[config.mk]
export PLATFORM = sky130hd
export DESIGN_NAME = tms_wb_progmem_loader
export DESIGN_NICKNAME = d
export VERILOG_FILES = /design/src/rtl/tms_loader_pkg.sv /design/src/rtl/tms_wb_progmem_loader_crc8.sv /design/src/rtl/tms_wb_progmem_loader.sv
export SDC_FILE = /design/constraint.sdc
export NUM_CORES = 1
export LEC_CHECK = 0
export CAP_MARGIN = 20
export CORE_MARGIN = 2
export CORE_UTILIZATION = 40
export CTS_CLUSTER_DIAMETER = 100
export DETAILED_ROUTE_END_ITERATION = 6
export GPL_ROUTABILITY_DRIVEN = 0
export GPL_TIMING_DRIVEN = 1
export PLACE_DENSITY = 0.9
export SKIP_CTS_REPAIR_TIMING = 1
export SLEW_MARGIN = 20
export SYNTH_ARGS = -nofsm -noshare
export SYNTH_HDL_FRONTEND = slang
export SYNTH_SLANG_ARGS = --single-unit
export TNS_END_PERCENT = 30
[constraint.sdc]
create_clock -name wb_clk_i -period 8.7 [get_ports wb_clk_i]
set_input_delay 2.61 -clock wb_clk_i [delete_from_list [all_inputs] [get_ports wb_clk_i]]
set_output_delay 2.61 -clock wb_clk_i [all_outputs]
set_load 0.005 [all_outputs]
[src/rtl/tms_loader_pkg.sv]
// Shared definitions for the TMS1x00 program-memory loader.
// Holds the register map offsets (word index, i.e. adr[7:2]),
// CTRL/STATUS bit positions, FSM state encoding, handoff length
// and the CRC-8 byte update used when TMS_LOADER_CRC_EN is defined.
// No ports: this is a package imported by the loader and its CRC unit.
package tms_loader_pkg;

  localparam logic [5:0] OFF_CTRL   = 6'h00;
  localparam logic [5:0] OFF_STATUS = 6'h01;
  localparam logic [5:0] OFF_ADDR   = 6'h02;
  localparam logic [5:0] OFF_DATA   = 6'h03;
  localparam logic [5:0] OFF_CRC    = 6'h04;

  localparam int CTRL_RUN       = 0;
  localparam int CTRL_TMS1100   = 1;
  localparam int STAT_RUN       = 0;
  localparam int STAT_CPU_RST_N = 1;
  localparam int STAT_WR_REJECT = 2;

  localparam logic [7:0] CRC_POLY       = 8'h07;
  localparam int         HANDOFF_CYCLES = 2;

  typedef enum logic [2:0] {
    ST_IDLE,
    ST_MEM_RD,
    ST_MEM_WAIT,
    ST_ACK,
    ST_HANDOFF
  } state_t;

  // Folds one byte into a CRC-8 (MSB first, no reflection, no final xor).
  function automatic logic [7:0] crc8_byte(input logic [7:0] crc, input logic [7:0] data);
    logic [7:0] c;
    c = crc ^ data;
    for (int i = 0; i < 8; i++) begin
      c = c[7] ? ({c[6:0], 1'b0} ^ CRC_POLY) : {c[6:0], 1'b0};
    end
    return c;
  endfunction

endpackage

[src/rtl/tms_wb_progmem_loader_crc8.sv]
// CRC-8 accumulator over bytes accepted into program memory.
// Only instantiated when TMS_LOADER_CRC_EN is defined.
// Ports:
//   clk, rst_n : clock and asynchronous active-low reset
//   clear      : zero the running CRC (takes priority over update)
//   update     : fold 'data' into the running CRC this cycle
//   data       : byte being written to program memory
//   crc        : current CRC value
module tms_crc8
  import tms_loader_pkg::*;
(
  input  logic       clk,
  input  logic       rst_n,
  input  logic       clear,
  input  logic       update,
  input  logic [7:0] data,
  output logic [7:0] crc
);

  logic [7:0] crc_q;

  // Running CRC register; a pointer reload restarts the checksum so the
  // firmware can checksum each block it loads from the new start address.
  always_ff @(posedge clk or negedge rst_n) begin
    if (!rst_n) begin
      crc_q <= 8'h00;
    end else if (clear) begin
      crc_q <= 8'h00;
    end else if (update) begin
      crc_q <= crc8_byte(crc_q, data);
    end
  end

  assign crc = crc_q;

endmodule

[src/rtl/tms_wb_progmem_loader.sv]
// Wishbone slave in front of the TMS1x00 core. While the CPU is held in
// reset the management core loads/verifies program memory through an
// auto-incrementing pointer; setting CTRL.run hands the memory port to
// the CPU and releases its reset after a short handoff delay.
// Optional build macro: TMS_LOADER_CRC_EN adds a CRC-8 of written bytes
// readable at offset 0x10 (reads 0 when the macro is undefined).
// Ports:
//   wb_clk_i, wb_rst_n      : clock, asynchronous active-low reset
//   wbs_*                   : Wishbone slave (cyc/stb/we/sel/adr/dat in,
//                             ack/dat out)
//   mem_en_o/we_o/addr_o/
//   mem_wdata_o/mem_rdata_i : program memory port (read data 1 cycle
//                             after mem_en_o)
//   cpu_addr_i, cpu_en_i    : CPU fetch request, forwarded while running
//   cpu_rst_n_o             : CPU reset, active-low
//   tms1100_o               : core variant select (CTRL bit1)
module tms_wb_progmem_loader
  import tms_loader_pkg::*;
#(
  parameter int          ADDR_W    = 11,
  parameter logic [31:0] BASE_ADDR = 32'h3000_0000
) (
  input  logic              wb_clk_i,
  input  logic              wb_rst_n,
  input  logic              wbs_cyc_i,
  input  logic              wbs_stb_i,
  input  logic              wbs_we_i,
  input  logic [3:0]        wbs_sel_i,
  input  logic [31:0]       wbs_adr_i,
  input  logic [31:0]       wbs_dat_i,
  output logic              wbs_ack_o,
  output logic [31:0]       wbs_dat_o,
  output logic              mem_en_o,
  output logic              mem_we_o,
  output logic [ADDR_W-1:0] mem_addr_o,
  output logic [7:0]        mem_wdata_o,
  input  logic [7:0]        mem_rdata_i,
  input  logic [ADDR_W-1:0] cpu_addr_i,
  input  logic              cpu_en_i,
  output logic              cpu_rst_n_o,
  output logic              tms1100_o
);

  localparam logic [ADDR_W-1:0] MASK_TMS1000 = ADDR_W'(1023);
  localparam logic [ADDR_W-1:0] MASK_TMS1100 = '1;
  localparam logic [1:0]        HANDOFF_LAST = 2'(HANDOFF_CYCLES - 1);

  state_t            state_q, state_d;
  logic              run_q, tms_q, wr_reject_q, cpu_rst_n_q, handoff_pend_q;
  logic [1:0]        hoff_cnt_q;
  logic [ADDR_W-1:0] ptr_q;
  logic [31:0]       dat_q;
  logic [31:0]       reg_rdata;
  logic [7:0]        crc_val;

  logic              hit, accept, is_data, data_rd, reg_wr;
  logic              data_wr_ok, addr_wr, handoff_done;
  logic [5:0]        offset;
  logic [ADDR_W-1:0] ptr_mask, ptr_inc;
  logic              unused_bits;

  assign hit     = wbs_cyc_i & wbs_stb_i & (wbs_adr_i[31:8] == BASE_ADDR[31:8]);
  assign offset  = wbs_adr_i[7:2];
  assign accept  = (state_q == ST_IDLE) & hit;
  assign is_data = (offset == OFF_DATA);
  assign data_rd = accept & is_data & ~wbs_we_i;
  // Writes of any kind only act when the low byte lane is selected.
  assign reg_wr     = accept & wbs_we_i & wbs_sel_i[0];
  assign data_wr_ok = reg_wr & is_data & ~run_q;
  assign addr_wr    = reg_wr & (offset == OFF_ADDR);

  // The TMS1000 has a 1 KiB program space, so the pointer wraps there
  // unless the TMS1100 variant is selected.
  assign ptr_mask = tms_q ? MASK_TMS1100 : MASK_TMS1000;
  assign ptr_inc  = (ptr_q + ADDR_W'(1)) & ptr_mask;

  assign handoff_done = (state_q == ST_HANDOFF) && (hoff_cnt_q == HANDOFF_LAST);

  assign unused_bits = &{1'b0, wbs_adr_i[1:0], wbs_sel_i[3:1], wbs_dat_i[31:ADDR_W]};

  // State register for the access sequencer.
  always_ff @(posedge wb_clk_i or negedge wb_rst_n) begin
    if (!wb_rst_n) begin
      state_q <= ST_IDLE;
    end else begin
      state_q <= state_d;
    end
  end

  // Next-state logic: only IDLE accepts a new hit, so accesses are fully
  // serialised. DATA reads take the two-cycle memory detour before ACK;
  // a run 0->1 write detours through HANDOFF after its ACK.
  always_comb begin
    state_d = state_q;
    unique case (state_q)
      ST_IDLE:     if (hit) state_d = (is_data && !wbs_we_i) ? ST_MEM_RD : ST_ACK;
      ST_MEM_RD:   state_d = ST_MEM_WAIT;
      ST_MEM_WAIT: state_d = ST_ACK;
      ST_ACK:      state_d = handoff_pend_q ? ST_HANDOFF : ST_IDLE;
      ST_HANDOFF:  if (handoff_done) state_d = ST_IDLE;
      default:     state_d = ST_IDLE;
    endcase
  end

  // Register read mux, sampled into the read-data register on accept.
  always_comb begin
    reg_rdata = '0;
    case (offset)
      OFF_CTRL: begin
        reg_rdata[CTRL_RUN]     = run_q;
        reg_rdata[CTRL_TMS1100] = tms_q;
      end
      OFF_STATUS: begin
        reg_rdata[STAT_RUN]       = run_q;
        reg_rdata[STAT_CPU_RST_N] = cpu_rst_n_q;
        reg_rdata[STAT_WR_REJECT] = wr_reject_q;
      end
      OFF_ADDR: reg_rdata[ADDR_W-1:0] = ptr_q;
      OFF_CRC:  reg_rdata[7:0]        = crc_val;
      default:  reg_rdata = '0;
    endcase
  end

  // Register file and handoff sequencing. Register side effects happen on
  // the accept edge; DATA reads advance the pointer once the byte is
  // captured. CPU reset drops on the same edge run clears but only rises
  // when the handoff delay has elapsed.
  always_ff @(posedge wb_clk_i or negedge wb_rst_n) begin
    if (!wb_rst_n) begin
      run_q          <= 1'b0;
      tms_q          <= 1'b0;
      wr_reject_q    <= 1'b0;
      cpu_rst_n_q    <= 1'b0;
      handoff_pend_q <= 1'b0;
      hoff_cnt_q     <= 2'd0;
      ptr_q          <= '0;
      dat_q          <= 32'h0;
    end else begin
      if (state_q == ST_HANDOFF) begin
        hoff_cnt_q <= hoff_cnt_q + 2'd1;
      end
      if (handoff_done) begin
        cpu_rst_n_q    <= 1'b1;
        handoff_pend_q <= 1'b0;
        hoff_cnt_q     <= 2'd0;
      end
      if (accept && !data_rd) begin
        dat_q <= wbs_we_i ? 32'h0 : reg_rdata;
      end
      if (reg_wr) begin
        case (offset)
          OFF_CTRL: begin
            run_q <= wbs_dat_i[CTRL_RUN];
            tms_q <= wbs_dat_i[CTRL_TMS1100];
            if (!run_q && wbs_dat_i[CTRL_RUN]) handoff_pend_q <= 1'b1;
            if (run_q && !wbs_dat_i[CTRL_RUN]) cpu_rst_n_q <= 1'b0;
          end
          OFF_STATUS: if (wbs_dat_i[STAT_WR_REJECT]) wr_reject_q <= 1'b0;
          OFF_ADDR:   ptr_q <= wbs_dat_i[ADDR_W-1:0] & ptr_mask;
          OFF_DATA: begin
            if (run_q) wr_reject_q <= 1'b1;
            else       ptr_q       <= ptr_inc;
          end
          default: ;
        endcase
      end
      if (state_q == ST_MEM_WAIT) begin
        dat_q <= run_q ? 32'h0 : {24'h0, mem_rdata_i};
        if (!run_q) ptr_q <= ptr_inc;
      end
    end
  end

  // Memory port ownership: the loader drives it while the CPU is held,
  // the CPU fetch port (read-only) once running. Write data is gated so
  // the bus stays quiet outside a write strobe.
  always_comb begin
    mem_en_o    = 1'b0;
    mem_we_o    = 1'b0;
    mem_addr_o  = '0;
    mem_wdata_o = 8'h00;
    if (run_q) begin
      mem_en_o   = cpu_en_i;
      mem_addr_o = cpu_addr_i;
    end else begin
      mem_en_o   = data_wr_ok | (state_q == ST_MEM_RD);
      mem_we_o   = data_wr_ok;
      mem_addr_o = ptr_q;
      if (data_wr_ok) mem_wdata_o = wbs_dat_i[7:0];
    end
  end

`ifdef TMS_LOADER_CRC_EN
  tms_crc8 u_crc8 (
    .clk    (wb_clk_i),
    .rst_n  (wb_rst_n),
    .clear  (addr_wr),
    .update (data_wr_ok),
    .data   (wbs_dat_i[7:0]),
    .crc    (crc_val)
  );
`else
  assign crc_val = 8'h00;
`endif

  assign wbs_ack_o   = (state_q == ST_ACK);
  assign wbs_dat_o   = dat_q;
  assign cpu_rst_n_o = cpu_rst_n_q;
  assign tms1100_o   = tms_q;

endmodule

**After elaboration in Yosys (flattened, before gate mapping)**

Cells that the tools add are included.

- Flip-flop bits (word level): 53
- Input port bits: 93
- Output and inout port bits: 56
- Logic and storage cells: 92

- Add/subtract/negate cells: 2
- Eq/ne operators: 13
- Muxes and demuxes: 37
- Bitwise operators: 14
- Reductions and logical operators: 17

Operators by type and width:

| kind | number |
|---|---|
| $mux W11 | 7 |
| $mux W32 | 2 |
| $eq A24 B22 Y1 const B | 1 |
| $mux W8 | 3 |
| $and A11 B11 Y11 | 2 |
| $pmux W11 S2 | 1 |
| $pmux W3 S5 | 1 |
| $eq A6 B2 Y1 const B | 2 |
| $mux W1 | 12 |
| $mux W3 | 4 |
| $add A11 B1 Y11 const B | 1 |
| $and A1 B1 Y1 | 9 |
| $ne A2 B2 Y1 const B | 4 |
| $eq A3 B2 Y1 const B | 2 |
| $eq A6 B1 Y1 const B | 1 |
| $logic_not A6 Y1 | 1 |
| $mux W2 | 3 |
| $pmux W2 S3 | 1 |
| $reduce_bool A2 Y1 | 3 |
| $logic_and A1 B1 Y1 | 5 |
| $mux W5 | 1 |
| $logic_not A1 Y1 | 4 |
| $pmux W1 S2 | 2 |
| $reduce_and A2 Y1 | 2 |
| other kinds (8) | 9 |

**Logic depth before layout (Yosys ltp)**

Gate-level depths: netlist of the first run.

- Depth after elaboration: 9
- Depth in mapped cells: 8
- Depth with buffers taken out: 7

**Least setup slack after synthesis of the first run**

Ideal clock, no wire load.

- Kind: in2out
- Start point: input wbs_adr_i[7]
- End point: output mem_wdata_o[0]
- Data arrival time: 3.898 ns
- Data required time: 6.090 ns
- Path slack: 2.192 ns
- Stages on the path: 6
- Buffers on the path: 2
- Path through: nor4_1 > and3_1 > clkbuf_1 > and4bb_2 > buf_2 > and2_1

- Word-level cells in the longest chain between the ends: 5

RTL lines:

| what | line | source |
|---|---|---|
| start: declaration | tms_wb_progmem_loader.sv:29 | `input logic [31:0] wbs_adr_i,` |
| $eq A6 B2 Y1 | tms_wb_progmem_loader.sv:65 | `assign is_data = (offset == OFF_DATA);` |
| $and A1 B1 Y1 (2 in series) | tms_wb_progmem_loader.sv:69 | `assign data_wr_ok = reg_wr & is_data & ~run_q;` |
| $mux W8 | tms_wb_progmem_loader.sv:189 | `if (data_wr_ok) mem_wdata_o = wbs_dat_i[7:0];` |
| $mux W8 | tms_wb_progmem_loader.sv:182 | `if (run_q) begin` |
| end: declaration | tms_wb_progmem_loader.sv:36 | `output logic [7:0] mem_wdata_o,` |

No other way between the ends.

**Worst setup path in the final report of the first run**

- Start point: input wbs_adr_i[29]
- End point: output mem_en_o

- Word-level cells in the longest chain between the ends: 9

RTL lines:

| what | line | source |
|---|---|---|
| $eq A24 B22 Y1 | tms_wb_progmem_loader.sv:62 | `assign hit = wbs_cyc_i & wbs_stb_i & (wbs_adr_i[31:8] == BASE_ADDR[31:8]);` |
| $and A1 B1 Y1 | tms_wb_progmem_loader.sv:62 |  |
| $and A1 B1 Y1 | tms_wb_progmem_loader.sv:64 | `assign accept = (state_q == ST_IDLE) & hit;` |
| $and A1 B1 Y1 (2 in series) | tms_wb_progmem_loader.sv:68 | `assign reg_wr = accept & wbs_we_i & wbs_sel_i[0];` |
| $and A1 B1 Y1 (2 in series) | tms_wb_progmem_loader.sv:69 |  |
| $or A1 B1 Y1 | tms_wb_progmem_loader.sv:186 | `mem_en_o = data_wr_ok \| (state_q == ST_MEM_RD);` |
| $mux W1 | tms_wb_progmem_loader.sv:182 |  |
| end: declaration | tms_wb_progmem_loader.sv:33 | `output logic mem_en_o,` |

No other way between the ends.

==> results by group, run 1 <==
Status
  – Status: complete, no violations

Flow run
  – Max cap viols: 0

STA
  – Crit share post-route: 88.9%
  – Fin. Hold Viols: 0
  – Minimum clock period: between 7 and 8 ns
  – Worst Tran Pin Value: roughly 0.85 ns
  – Setup violators final: 0
  – Unrepaired setup endpoints after global routing: false
  – Worst Skew: between 0.007 and 0.008 ns
  – Setup TNS: 0 ns
  – F_max: 0.129 GHz
  – Relative slew slack: between 40 and 50%
  – Fin. max-slew vios: 0

Hold path
  – Hold/Removal Path Class: reg -> reg
  – HP Start: wbs_dat_o[5]
  – Worst Hold End: wbs_dat_o[5]
  – Hold Path Depth: 2

Clock tree
  – H-Tree Depth: 2
  – Clock Pin Slew Worst Setup and Hold Paths: roughly 0.07 ns
  – Max Root-Sink Buffers: 2
  – CTS tree: done
  – Clk root buf: clkbuf_8
  – Clk Latency, worst-skew pair: roughly 0.3 ns
  – Clk sinks: 32
  – CTS buffer count: 5

Floorplan
  – Initial core utilization: a little over two fifths
  – Cell row count: 27
  – Overall die area: ~6500 um^2
  – Die Span X: between 80 and 90 um
  – Num ports: roughly 150
  – Die height: between 80 and 90 um
  – Core area: ~5600 um^2

Cells and area
  – Final Core Density: between 60% and 70%
  – Most common cell after layout, fill and taps aside: clkdlybuf4s50_1
  – Fill cells: 470
  – Register area: 801 um^2
  – Ant. Diodes: 0
  – Layout Nets: between 400 and 500
  – Layout area overhead: 46.6%
  – Share of cells above drive strength 1: under 10%
  – Multi-input gate area: 1380 um^2
  – Commonest non-fill, non-tap cells in the layout: clkdlybuf4s50_1 (101), dfrtp_1 (32), nand2_1 (31)

Detailed routing
  – Final antenna-violating net count: 0
  – Via density per instance: 5.58
  – Initial DRC count: about 160
  – DRC: 0
  – Via count: approximately 2400
  – Drt wl/cell: between 15 and 20 um
  – TritonRoute pass-1 iters: 5
  – Post-Route WL: between 6000 and 7000 um

Synthesis
  – Top FF cell, synth: dfrtp_1
  – #FFs+latches synth: 32
  – Post-synth top area share: between 30% and 40%
  – Syn Inst Count: ~270
  – Register area share after synthesis: 34.1%
  – Async SR Flop Fraction: 100%
  – Post-synthesis instance area: about 2300 um^2
  – Mean Syn Cell Area: 8.76 um^2
  – Number of synthesized flops with an enable pin: 0
  – Cell variety after synth: between 50 and 60
  – Synth area leaders: dfrtp_1 (34%), buf_4 (6.7%), nand2_1 (5.0%), mux2_2 (4.3%), o21ai_0 (4.1%)
  – Synth warn: 0
  – Area leader, netlist: dfrtp_1

Global route
  – GRT Util Overall: between 20% and 30%
  – Initial antenna violation count: 0
  – Largest net degree at the start of global routing: 33
  – Remaining global-route overflow: 0
  – Vias in the first global route: around 2300
  – First-pass GRT wire length: roughly 11000 um

Worst setup path
  – Worst Setup End Kind: primary output
  – R2R Path End: ptr_q[7]
  – R2r setup slk: ~5.7 ns
  – Worst r2r path cells: 5
  – Critical path class: in -> out
  – Critical path peak fanout: 9
  – CP required: just over 6 ns
  – Crit-path slowest cell: clkdlybuf4s50_1
  – Crit path largest cell delay: around 0.53 ns
  – Crit-path cells: clkdlybuf4s50_1 > nor4bb_1 > nand3_1 > nor2_2 > and4_1 > a21oi_1 > o21ai_0 > clkdlybuf4s50_1
  – CP arrival: ~5 ns
  – Most frequent CP cell: clkdlybuf4s50_1
  – Startpoint class of the critical path: input pin
  – Worst R2R Start: run_q

Power and ir drop
  – Leak: 0.00141 uW
  – Max VDD drop: between 60 and 70 uV
  – PD cells: between 100 and 150 nW/um^2

Place
  – Port Buf Inserts: approximately 100
  – Post-DP HPWL: roughly 5300 um
[routing by layer]
metal	share of wire, %	track usage, %	wire length, um	vias up
li1	-	-	-	1124
met1	40	29.1	2780	1154
met2	50	36.7	3520	134
met3	8.6	5.84	601	8
met4	1.0	6.78	72	0
met5	0	0	0	-
[power breakdown]
| group | switching [uW] | leakage, uW | internal (uW) |
|---|---|---|---|
| sequential | 7.40 | 0.000437 | 153 |
| combinational | 39.4 | 0.000912 | 44.4 |
| clock | 59.1 | 0.0000645 | 101 |
[worst max path at each step]
stage	startpoint	endpoint	depth (start not counted)
6_report	wbs_adr_i[29]	mem_en_o	8
5_1_grt	wbs_adr_i[29]	mem_en_o	8
4_1_cts	wbs_adr_i[29]	mem_en_o	8
3_5_place_dp	wbs_adr_i[29]	mem_en_o	8
3_3_place_gp	wbs_adr_i[29]	mem_en_o	8
2_1_floorplan	wbs_adr_i[7]	mem_wdata_o[0]	6
[layout make-up]
| type | count | area share (%) |
|---|---|---|
| flip-flops and latches | 32 | 23.3 |
| inverters | 6 | 0.655 |
| repair buffers | 102 | 29.6 |
| well taps | 72 | 2.62 |
| clock buffers | 7 | 2.80 |
| multi-input cells | 214 | 40.2 |
| clock inverters | 1 | 0.873 |
[worst max-delay path: cells and delay by family]
kind	cells	cell delay, ns
buf+inv	2	1.00
simple gates	4	1.30
compound gates	2	0.21
[sequential cells by signal, summed over array words and instances, names as in the netlist]
name            flops
wr_reject_q         1
wbs_dat_o          11
state_q             3
hoff_cnt_q          2
handoff_pend_q      1
ptr_q              11
run_q               1
tms1100_o           1
cpu_rst_n_o         1
[per-stage QoR]
step | total power (uW) | instances | worst slack (ns) | instance area, um^2 | hold slack [ns]
floorplan | 204 | 288 | 2.19 | 2420 | 0.466
global placement | 243 | 426 | 1.04 | 3310 | 0.462
detailed placement | 246 | 426 | 1.01 | 3310 | 0.474
CTS | 404 | 434 | 1.00 | 3440 | 0.489
global route | 421 | 434 | 0.690 | 3440 | 0.518
finish | 404 | 434 | 0.965 | 3440 | 0.486
[cells in the mapped netlist (all sizes together), types with 8 or more instances]
| cell type | instances |
|---|---|
| nor2 | 14 |
| clkbuf | 13 |
| nand2 | 31 |
| buf | 23 |
| nor3 | 9 |
| mux2 | 10 |
| o21ai | 21 |
| nor4 | 8 |
| a21oi | 11 |
| and2 | 9 |
| dfrtp | 32 |
| nand3 | 12 |
[cell families (layout without fill, tap and decap cells)]
kind of cell             after synthesis  count (layout)  synth area share (%)
AND/OR/NAND/NOR                      110             110                  28.7
adder cells (fa/ha/maj)                1               1                 0.533
multiplexers                          12              12                  5.65
other                                  1              21                 0.160
AO/OA/AOI/OAI                         63              63                  18.0
flip-flops                            32              32                  34.1
XOR/XNOR                               7               7                  2.61
buffers and inverters                 42             116                  10.2
Note: power is estimated with default switching activity, not from simulation.
==> run 2: changes to the inputs <==
--- a/config.mk
+++ b/config.mk
@@ -5,8 +5,8 @@
 export SDC_FILE = /design/constraint.sdc
 export NUM_CORES = 1
 export LEC_CHECK = 0
+export ABC_CLOCK_PERIOD_IN_PS = 8700
 export CAP_MARGIN = 20
-export CORE_MARGIN = 2
 export CORE_UTILIZATION = 40
 export CTS_CLUSTER_DIAMETER = 100
 export DETAILED_ROUTE_END_ITERATION = 6
==> results by group, run 2 (same netlist as run 1, synthesis figures left out) <==
Status
  – Status: complete, no violations (unchanged)

Floorplan
  – Die Span X: 78.6 um (was 80.6 um)
  – Initial core utilization: 42.1% (unchanged)
  – Die height: 78.6 um (was 80.6 um)
  – Num ports: 149 (unchanged)
  – Core area: 5570 um^2 (unchanged)
  – Cell row count: 27 (unchanged)
  – Overall die area: 6180 um^2 (was 6500 um^2)

Cells and area
  – Final Core Density: 61.7% (unchanged)
  – Final Instance Count excl. Fillers: 434 (unchanged)
  – Most common cell after layout, fill and taps aside: clkdlybuf4s50_1 (unchanged)
  – Register area: 801 um^2 (unchanged)
  – Layout area overhead: 46.6% (unchanged)
  – Share of cells above drive strength 1: 9.12% (unchanged)
  – Multi-input gate area: 1380 um^2 (unchanged)
  – Layout Nets: 455 (unchanged)
  – Fill cells: 455 (was 470)
  – Ant. Diodes: 0 (unchanged)
  – Commonest non-fill, non-tap cells in the layout: clkdlybuf4s50_1 (101), dfrtp_1 (32), nand2_1 (31) (unchanged)

STA
  – Fin. Hold Viols: 0 (unchanged)
  – Crit share post-route: 88.9% (about the same)
  – Setup violators final: 0 (unchanged)
  – Unrepaired setup endpoints after global routing: false (unchanged)
  – Worst Skew: 0.00621 ns (was 0.00760 ns)
  – Setup ws final: 0.964 ns (was 0.965 ns)
  – F_max: 0.129 GHz (about the same)
  – Relative slew slack: 44.5% (was 43.1%)
  – Minimum clock period: 7.74 ns (about the same)
  – Fin. max-slew vios: 0 (unchanged)
  – Worst Tran Pin Value: 0.832 ns (was 0.853 ns)
  – Setup TNS: 0 ns (unchanged)

Worst setup path
  – R2r setup slk: 5.73 ns (was 5.70 ns)
  – Worst Setup End Kind: primary output (unchanged)
  – CP arrival: 5.13 ns (about the same)
  – Startpoint class of the critical path: input pin (unchanged)
  – CP required: 6.09 ns (about the same)
  – Critical path class: in -> out (unchanged)
  – Critical path peak fanout: 9 (unchanged)
  – Worst r2r path cells: 5 (unchanged)

Detailed routing
  – Drt wl/cell: 15.5 um (was 16.1 um)
  – Final antenna-violating net count: 0 (unchanged)
  – DRC: 0 (unchanged)
  – Initial DRC count: 246 (was 161)
  – TritonRoute pass-1 iters: 6 (was 5)
  – Via density per instance: 5.62 (was 5.58)
  – Post-Route WL: 6740 um (was 6980 um)
  – Via count: 2441 (was 2420)

Hold path
  – Hold Path Depth: 2 (unchanged)
  – Hold/Removal Path Class: reg -> reg (unchanged)

Power and ir drop
  – PD cells: 117 nW/um^2 (about the same)
  – Psw: 103 uW (was 106 uW)
  – Leak: 0.00141 uW (unchanged)
  – Max VDD drop: 58.5 uV (was 63.2 uV)
  – Switching fraction of total power: 25.6% (was 26.2%)
  – Clock power frac: 39.4% (was 39.6%)
  – Sequential fraction of design power: 39.8% (was 39.6%)
  – Combinational Power Share: 20.7% (about the same)
  – Pint: 298 uW (about the same)

Clock tree
  – Clock Pin Slew Worst Setup and Hold Paths: 0.07 ns (about the same)
  – Max Root-Sink Buffers: 2 (unchanged)
  – CTS tree: done (unchanged)
  – CTS buffer count: 5 (unchanged)
  – Clk root buf: clkbuf_8 (unchanged)
  – Clk sinks: 32 (unchanged)
  – Clk Latency, worst-skew pair: 0.29 ns (was 0.30 ns)
  – H-Tree Depth: 2 (unchanged)

Place
  – Port Buf Inserts: 101 (unchanged)
  – Post-DP HPWL: 4960 um (was 5300 um)
  – Post-Place Setup Slack: 0.981 ns (was 1.01 ns)
  – Placed Instances: 426 (unchanged)

Global route
  – Largest net degree at the start of global routing: 33 (unchanged)
  – Remaining global-route overflow: 0 (unchanged)
  – First-pass GRT wire length: 10800 um (was 11200 um)
  – Vias in the first global route: 2181 (was 2316)
  – GRT Util Overall: 22.5% (about the same)
  – Initial antenna violation count: 0 (unchanged)

Flow run
  – Max cap viols: 0 (unchanged)
-- run 2: cell counts in the layout (fill, tap and decap cells not counted) --
No cell type changed its count.
-- run 2: final timing paths --
check	start	to
min reg2reg	wbs_dat_o[1]	wbs_dat_o[1]
min	wbs_dat_o[1]	wbs_dat_o[1]
max reg2reg	run_q	ptr_q[2]
min in group asynchronous	wb_rst_n	state_q[1]
max in group asynchronous	wb_rst_n	state_q[2]
max	wbs_adr_i[24]	mem_en_o
-- run 2: layer usage --
layer,track usage (%),wire length (um),up-vias
li1,-,-,1122
met1,30.1,2690,1114
met2,35.8,3160,181
met3,5.12,718,24
met4,7.22,171,0
met5,0,0,-
-- run 2: power groups by stage --
| stage | combinational (uW) | clock [uW] | sequential [uW] |
|---|---|---|---|
| 3_3_place_gp | 80.7 | 0 | 162 |
| 6_report | 83.1 | 158 | 160 |
| 2_1_floorplan | 42.9 | 0 | 161 |
| 3_5_place_dp | 82.0 | 0 | 162 |
| 4_1_cts | 82.1 | 158 | 159 |
| 5_1_grt | 90.5 | 165 | 161 |
-- run 2: layout make-up --
type | count | area share [%]
Sequential cell | 32 | 23.3
Tap cell | 72 | 2.62
Clock inverter | 1 | 0.873
Inverter | 6 | 0.655
Timing Repair Buffer | 102 | 29.6
Clock buffer | 7 | 2.80
Multi-Input combinational cell | 214 | 40.2
-- run 2: critical path, cell delays in order --
cell and delay [ns]:
clkdlybuf4s50_1 0.44, nor4bb_1 0.28, nand3_1 0.31, nor2_2 0.41, and4_1 0.33, a21oi_1 0.06, o21ai_0 0.16, clkdlybuf4s50_1 0.53
-- run 2: through the flow --
stage | hold WS, ns | total power [uW] | instance area, um^2
after floorplan | 0.466 | 204 | 2420
after global placement | 0.462 | 243 | 3310
after detailed placement | 0.480 | 244 | 3310
after CTS | 0.495 | 400 | 3440
after global routing | 0.527 | 416 | 3440
final | 0.487 | 401 | 3440
==> run 3: changes to the inputs <==
--- a/config.mk
+++ b/config.mk
@@ -14,7 +14,6 @@
 export GPL_TIMING_DRIVEN = 1
 export PLACE_DENSITY = 0.9
 export SKIP_CTS_REPAIR_TIMING = 1
-export SLEW_MARGIN = 20
 export SYNTH_ARGS = -nofsm -noshare
 export SYNTH_HDL_FRONTEND = slang
 export SYNTH_SLANG_ARGS = --single-unit
==> results of run 3 <==
Same layout as run 2: the final DEF is identical, and so are final timing and power.
